`src/rtl/bar_level_ctrl.sv`:
```
// Level-meter controller: 8-bit samples to a 0..10 bar code with timed decay, peak hold, lamp sweep and fault code.
// Latency: an accepted sample shows on level/peak one clock later; fault forces code 11 on the next clock.
// Backpressure: sample_ready is high only in RUN; samples offered during sweep or fault wait at the source.
module bar_level_ctrl #(
    parameter int CLK_DIV     = 50000,
    parameter int DECAY_TICKS = 50,
    parameter int HOLD_TICKS  = 500,
    parameter int SWEEP_TICKS = 100
) (
    input  logic       clk,
    input  logic       rst,
    input  logic       sample_valid,
    input  logic [7:0] sample,
    output logic       sample_ready,
    input  logic       lamp_test,
    input  logic       fault,
    output logic [3:0] level,
    output logic [3:0] peak,
    output logic       busy
);

    localparam int PW = (CLK_DIV > 1) ? $clog2(CLK_DIV) : 1;
    localparam int DW = (DECAY_TICKS > 1) ? $clog2(DECAY_TICKS) : 1;
    localparam int SW = (SWEEP_TICKS > 1) ? $clog2(SWEEP_TICKS) : 1;
    localparam int HW = $clog2(HOLD_TICKS + 1);

    localparam logic [3:0] LVL_MAX   = 4'd10;
    localparam logic [3:0] LVL_FAULT = 4'd11;

    typedef enum logic [1:0] {
        RUN,
        SWEEP_UP,
        SWEEP_DOWN,
        FAULT
    } state_t;

    state_t        state, state_n;
    logic [PW-1:0] presc;
    logic [DW-1:0] dcnt, dcnt_n;
    logic [SW-1:0] scnt, scnt_n;
    logic [HW-1:0] hold, hold_n;
    logic [3:0]    target, target_n;
    logic [3:0]    level_n, peak_n;
    logic          sample_ready_n;
    logic          tick, dstb, sstep, accept;
    logic [3:0]    q;

    assign tick   = (presc == PW'(CLK_DIV - 1));
    assign dstb   = tick && (dcnt == DW'(DECAY_TICKS - 1));
    assign sstep  = tick && (scnt == SW'(SWEEP_TICKS - 1));
    assign accept = sample_valid && sample_ready;
    assign busy   = (state != RUN);

    // sample*11/256 maps 0..255 onto 0..10 without a divider
    assign q = 4'(({4'd0, sample} * 12'd11) >> 8);

    always_ff @(posedge clk or posedge rst) begin
        if (rst) begin
            presc <= '0;
        end else if (tick) begin
            presc <= '0;
        end else begin
            presc <= presc + PW'(1);
        end
    end

    always_comb begin
        state_n  = state;
        level_n  = level;
        peak_n   = peak;
        target_n = target;
        hold_n   = hold;
        dcnt_n   = dcnt;
        scnt_n   = scnt;
        if (tick) begin
            dcnt_n = dstb ? '0 : dcnt + DW'(1);
            scnt_n = sstep ? '0 : scnt + SW'(1);
        end

        case (state)
            RUN: begin
                if (accept) begin
                    target_n = q;
                end
                if (accept && (q >= level)) begin
                    level_n = q;
                    dcnt_n  = '0;
                end else if (dstb && (level > target_n)) begin
                    level_n = level - 4'd1;
                end
                if (level_n > peak) begin
                    peak_n = level_n;
                    hold_n = HW'(HOLD_TICKS);
                end else begin
                    if (tick && (hold != '0)) begin
                        hold_n = hold - HW'(1);
                    end
                    // peak only falls once the hold window has fully expired
                    if ((hold == '0) && dstb && (peak > level_n)) begin
                        peak_n = peak - 4'd1;
                    end
                end
                if (lamp_test) begin
                    state_n = SWEEP_UP;
                    level_n = '0;
                    peak_n  = '0;
                    scnt_n  = '0;
                end
            end
            SWEEP_UP: begin
                if (sstep) begin
                    if (level >= LVL_MAX) begin
                        state_n = SWEEP_DOWN;
                        level_n = LVL_MAX - 4'd1;
                    end else begin
                        level_n = level + 4'd1;
                    end
                    peak_n = level_n;
                end
            end
            SWEEP_DOWN: begin
                if (sstep && (level != '0)) begin
                    level_n = level - 4'd1;
                    peak_n  = level_n;
                    if (level_n == '0) begin
                        state_n  = RUN;
                        target_n = '0;
                        hold_n   = '0;
                    end
                end
            end
            FAULT: begin
                level_n = LVL_FAULT;
                peak_n  = LVL_FAULT;
                if (!fault) begin
                    state_n  = RUN;
                    level_n  = '0;
                    peak_n   = '0;
                    target_n = '0;
                    hold_n   = '0;
                    dcnt_n   = '0;
                    scnt_n   = '0;
                end
            end
            default: begin
                state_n = RUN;
            end
        endcase

        if (fault) begin
            state_n = FAULT;
            level_n = LVL_FAULT;
            peak_n  = LVL_FAULT;
        end

        sample_ready_n = (state_n == RUN);
    end

    always_ff @(posedge clk or posedge rst) begin
        if (rst) begin
            state        <= RUN;
            level        <= '0;
            peak         <= '0;
            target       <= '0;
            hold         <= '0;
            dcnt         <= '0;
            scnt         <= '0;
            sample_ready <= 1'b0;
        end else begin
            state        <= state_n;
            level        <= level_n;
            peak         <= peak_n;
            target       <= target_n;
            hold         <= hold_n;
            dcnt         <= dcnt_n;
            scnt         <= scnt_n;
            sample_ready <= sample_ready_n;
        end
    end

endmodule

```
`config.mk`:
```
export PLATFORM = sky130hd
export DESIGN_NAME = bar_level_ctrl
export DESIGN_NICKNAME = d
export VERILOG_FILES = /design/src/rtl/bar_level_ctrl.sv
export SDC_FILE = /design/constraint.sdc
export NUM_CORES = 1
export LEC_CHECK = 0
export ABC_AREA = 1
export BUFFER_PORTS_ARGS = -buffer_cell sky130_fd_sc_hd__buf_2
export CORE_UTILIZATION = 38
export DETAILED_ROUTE_END_ITERATION = 16
export SETUP_SLACK_MARGIN = 0.15
export SYNTH_ARGS = -nofsm -noshare
export SYNTH_HDL_FRONTEND = slang
export SYNTH_SLANG_ARGS = --single-unit
export TNS_END_PERCENT = 1
```
`constraint.sdc`:
```
create_clock -name clk -period 7.06 [get_ports clk]
set_clock_uncertainty 0.05 [all_clocks]
set_input_delay 1.059 -clock clk [delete_from_list [all_inputs] [get_ports clk]]
set_output_delay 1.059 -clock clk [all_outputs]
set_load 0.005 [all_outputs]
```
* After elaboration in Yosys (flattened, before gate mapping) *
Cells that the tools add are included.

operators by class
  mux-type cells = 44
  reduce and logical (&&, ||, !) cells = 21
  multipliers = 1
  $lt $le $gt $ge = 5
  add/subtract/negate cells = 7
  eq/ne operators = 13

operators by type and width
  cell                     count
  $mux W4                  17
  $mux W9                  5
  $pmux W4 S4              2
  $mux W7                  4
  $pmux W9 S3              1
  $mux W6                  4
  $add A16 B1 Y16 const B  1
  $eq A16 B16 Y1 const B   1
  $mux W16                 1
  $pmux W7 S2              1
  $gt A4 B4 Y1             3
  $mul A8 B4 Y12 const B   1
  $mux W2                  6
  $pmux W4 S3              1
  $pmux W6 S2              1
  $logic_and A1 B1 Y1      9
  $logic_not A9 Y1         1
  $ne A3 B3 Y1 const B     3
  $reduce_bool A9 Y1       1
  $sub A9 B1 Y9 const B    1
  $pmux W2 S4              1
  $sub A4 B1 Y4 const B    2
  $add A7 B1 Y7 const B    1
  $eq A7 B7 Y1 const B     1
  18 further kinds         22

storage, ports and cells
  bits in registers = 53

* Longest topological paths before layout *
  depth after elaboration = 15
  mapped depth = 37
  gate-level depth less buffers = 37

* Worst setup path before layout *
Ideal clock, no wire load.

  kind = input to register
  start point = input sample[4]
  end point = register peak[1]
  data arrival time = 5.161 ns
  path slack = 1.772 ns
  setup time = 0.077 ns
  stages = 32
  path through = ha_1 > inv_1 > fa_1 > inv_1 > ha_1 > a21oi_1 > o21a_1 > nand3_1 > and2_1 > nand2_1 > o21ai_0 > ha_1 > nand2_1 > inv_1 > nand2_1 > nand2_1 > nand2_1 > nor2_2 > o21ai_0 > nand2_1 > nand2_1 > ha_1 > nand2_1 > inv_1 > o21ai_0 > nand2_1 > nand2_1 > a31oi_1 > nand2_1 > o21ai_0 > nor2_1 > a21oi_1

on the way
  cells in the longest elaborated chain, start to end = 13

ends and longest elaborated chain
  what                  line  RTL
  start, declared       13    input logic [7:0] sample,
  $mul A8 B4 Y12 *      55    assign q = 4'(({4'd0, sample} * 12'd11) >> 8);
  $mux W4               82    if (accept) begin
  $mux W4               80    case (state)
  $gt A4 B4 Y1          88    end else if (dstb && (level > target_n)) begin
  $logic_and A1 B1 Y1   88
  $mux W4               88
  $mux W4 *             85    if (accept && (q >= level)) begin
  $mux W4 *             80
  $gt A4 B4 Y1          91    if (level_n > peak) begin
  $mux W4               91
  $mux W4               103   if (lamp_test) begin
  $pmux W4 S4           80
  $mux W4               150   if (fault) begin
  end signal, assigned  172   peak <= peak_n;
  end, declared         18    output logic [3:0] peak,

Mark *: on every way between the ends. The rest lies on a longest branch, timed or not. The select of a mux whose other input is x is not followed.
A chain may end at the register's enable or synchronous reset.

* Final worst setup path *
  start point = input sample[4]
  end point = register peak[0]

Same word-level chain as after synthesis.

==> flow_metrics.py <==
metrics = {
    "pwr": {
        "p_per_area_nw_per_um2": 333,
        "max-vdd-ir-drop_uv": 138,
        "cellLeakagePower_nw": 2.44,
    },
    "sta": {
        "slew_headroom_pct": 52.8,
        "slew_viol_final": 0,
        "hold_viol": 0,
        "worst_slew_pin_slew_ns": 0.709,
        "period_needed_ns": 5.83,
        "setup-violations-final": 0,
        "tns_ns": 0,
        "fmax_mhz": 172,
        "hold_slack_ns": 0.416,
        "fin_crit_sh_pct": 82.6,
        "rsz0062_at_grt": "no",
    },
    "setup_path": {
        "r2r_end": "peak[0]",
        "arrival_ns": 6.00,
        "slowest_stage": "fa_1",
        "critPathTopFamily": "adder cells",
        "endpoint": "peak[0]",
        "r2r-start": "sample_ready",
        "path_common_cell": "nand2_1",
        "end_kind": "register",
        "timing.reg2reg.setup_slack_ns": 3.28,
        "required_ns": 7.23,
        "cp_num_cells": 34,
        "setup.worst_path.start_class": "input pin",
        "crit_path_start": "sample[4]",
        "cp_max_fo": 9,
        "criticalPathCategory": "input pin to register",
        "cp_num_buf_inv": 6,
        "worstRegToRegCells": 26,
        "critPathMaxStageDelay_ns": 0.49,
    },
    "placed_design": {
        "dp_hpwl_um": 7270,
        "place_congestion": 0.917,
        "io_buffers": 22,
    },
    "min_path": {
        "hold_path.class": "register to register",
    },
    "detailed_routing": {
        "highest_layer": "met4",
        "wl_um": 9430,
        "drcViolationCount": 0,
        "drt_pass1_iterations": 4,
        "route.met2.wl_um": 4300,
        "drtIter0Drc": 143,
        "ant_nets": 0,
        "wl_per_cell_um": 12.8,
        "vias_per_cell": 4.97,
        "wl_met3_um": 298,
        "wl_met1_um": 4760,
        "via_count": 3661,
    },
    "global_routing": {
        "gr-total-overflow": 0,
        "grt_max_degree": 54,
        "first_global_vias": 3557,
        "grt_pass1_wl_um": 16400,
        "grt_use_total_pct": 17.5,
        "antenna_found_initial": 0,
    },
    "floorplanning": {
        "dieWidth_um": 108,
        "coreArea_um2": 10900,
        "io_pins": 23,
        "start_util_pct": 39.2,
        "dieArea_um2": 11700,
        "rows": 38,
        "die_h_um": 108,
    },
    "clock_network": {
        "clock-root-buffer": "clkbuf_16",
        "cts_tree": "yes",
        "cts_sinks": 53,
        "clock_latency_ns": 0.29,
        "numCtsBuffers": 5,
        "cts_max_level": 2,
        "clkSlewWorstSetupHoldPaths_ns": 0.08,
        "post_cts_buffers": 0,
        "clock_path_buffers": 2,
        "ctsResizeCount": 0,
        "cts_hold_buf": 0,
    },
    "yosys": {
        "yosysSeqAreaShare_pct": 30.9,
        "syn_nets": 630,
        "syn_inst": 568,
        "netlist_top_cells_area": "dfrtp_1 31%, ha_1 13%, nand2_1 9.5%, inv_1 8.8%, nand3_1 4.2%",
        "synth-seq-cells": 53,
        "syn_area_per_cell_um2": 7.55,
        "yosysWarnings": 0,
        "synth_cell_types": 43,
        "synth_top_area_share_pct": 30.9,
        "yosysTopAreaCell": "dfrtp_1",
        "syn-cell-area_um2": 4290,
    },
    "final_layout": {
        "mostFrequentLayoutCells": "109 x nand2_1, 99 x inv_1, 53 x dfrtp_1, 48 x nor2_1, 45 x ha_1",
        "area_growth_pct": 9.92,
        "final_common_cell": "nand2_1",
        "drive_gt1_share_pct": 11.4,
        "diodes": 0,
        "final_nets": 657,
    },
    "job": {
        "maxCapViolations": 0,
    },
    "run_status": {
        "outcome": "finished, final reports clean",
    },
}
## routing by layer
metal  track usage [%]  up-vias
met5                 0        -
met4              3.13        0
met3              2.47        8
met2              29.8       46
met1              23.8     1707
li1                  -     1900
## power by group
group / total [W] / internal, W / switching, W
logic: 0.000876 / 0.000316 / 0.000560
registers: 0.000436 / 0.000360 / 0.0000761
clock network: 0.000257 / 0.000134 / 0.000123
total: 0.00157 / 0.000811 / 0.000759
## state kept, by name, summed over array words and instances (netlist names)
name and flops:
dcnt 6, peak 4, state 2, scnt 7, hold 9, level 4
sample_ready 1, presc 16, target 4
## layout make-up
type	instances	area (um^2)
fill	1127	6220
multi-input combinational	406	2540
sequential	53	1330
inverter	106	403
tap	140	175
clock buffer	5	125
timing repair buffer	23	118
clock inverter	3	26.3
## cell families (layout without fill, tap and decap cells)
family | Yosys count | after routing | synth area share, %
simple gates | 239 | 239 | 25.3
xor+xnor | 20 | 20 | 4.52
fa+ha+maj | 49 | 49 | 15.0
compound gates | 97 | 97 | 14.2
mux | 1 | 1 | 0.233
buf+inv | 109 | 137 | 9.83
flops | 53 | 53 | 30.9
## worst reg2reg max path, stage by stage (launching register included)
cell	delay (ns)
dfrtp_1	0.40
nand2_1	0.09
inv_1	0.14
o21ai_0	0.26
inv_1	0.08
ha_1	0.18
inv_1	0.05
nand2_1	0.04
nand2_1	0.05
nand2_1	0.04
nand2_1	0.05
nand2_1	0.08
nor2_2	0.20
o21ai_0	0.11
nand2_1	0.09
nand2_1	0.07
ha_1	0.30
nand2_1	0.06
inv_1	0.07
o21ai_0	0.08
nand2_1	0.24
nand2_1	0.17
a31oi_1	0.28
nand2_1	0.20
o21ai_0	0.12
nor2_1	0.06
a21oi_1	0.13
## metrics by stage
step,area (um^2),utilization (%),power [W],setup WS [ns],cells
floorplan,4290,-,0.00110,1.77,568
finish,4710,43.1,0.00157,1.23,736
global route,4710,43.1,0.00172,0.665,736
detailed placement,4560,41.7,0.00131,0.964,728
global placement,4560,41.7,0.00129,1.05,728
CTS,4710,43.1,0.00157,1.25,736
## Yosys cell counts
cell type	number
nand3_4	1
nand2_2	6
a21oi_1	25
xor2_1	12
nor2_4	2
o211ai_1	2
a31o_2	2
mux2i_1	1
o21ai_2	9
nand3_1	36
o21a_1	4
and2_1	1
nor3_1	19
nor2_1	48
nand4_1	3
inv_1	100
o21bai_1	6
nor2_2	2
nor3_2	1
o22ai_1	5
a31oi_4	1
inv_6	1
nor3_4	1
a211oi_1	1
nand3_2	2
xnor2_1	7
xor2_4	1
nor4_1	4
fa_1	4
nand2_1	109
nor3b_1	2
or2_1	1
clkbuf_1	2
dfrtp_1	53
buf_6	1
o31ai_1	4
ha_1	45
o21ai_0	33
a31oi_1	3
nand2_4	1
inv_2	5
o21ai_4	1
o2111ai_1	1
## worst min-delay path by stage
stage	startpoint	to	slack [ns]	cells after the start
2_1_floorplan	presc[0]	presc[0]	0.38	1
3_3_place_gp	presc[0]	presc[0]	0.41	1
3_5_place_dp	presc[0]	presc[0]	0.41	1
4_1_cts	presc[0]	presc[0]	0.42	1
5_1_grt	presc[0]	presc[0]	0.42	1
6_report	presc[0]	presc[0]	0.42	1
Power figures use the tool's default switching activity.
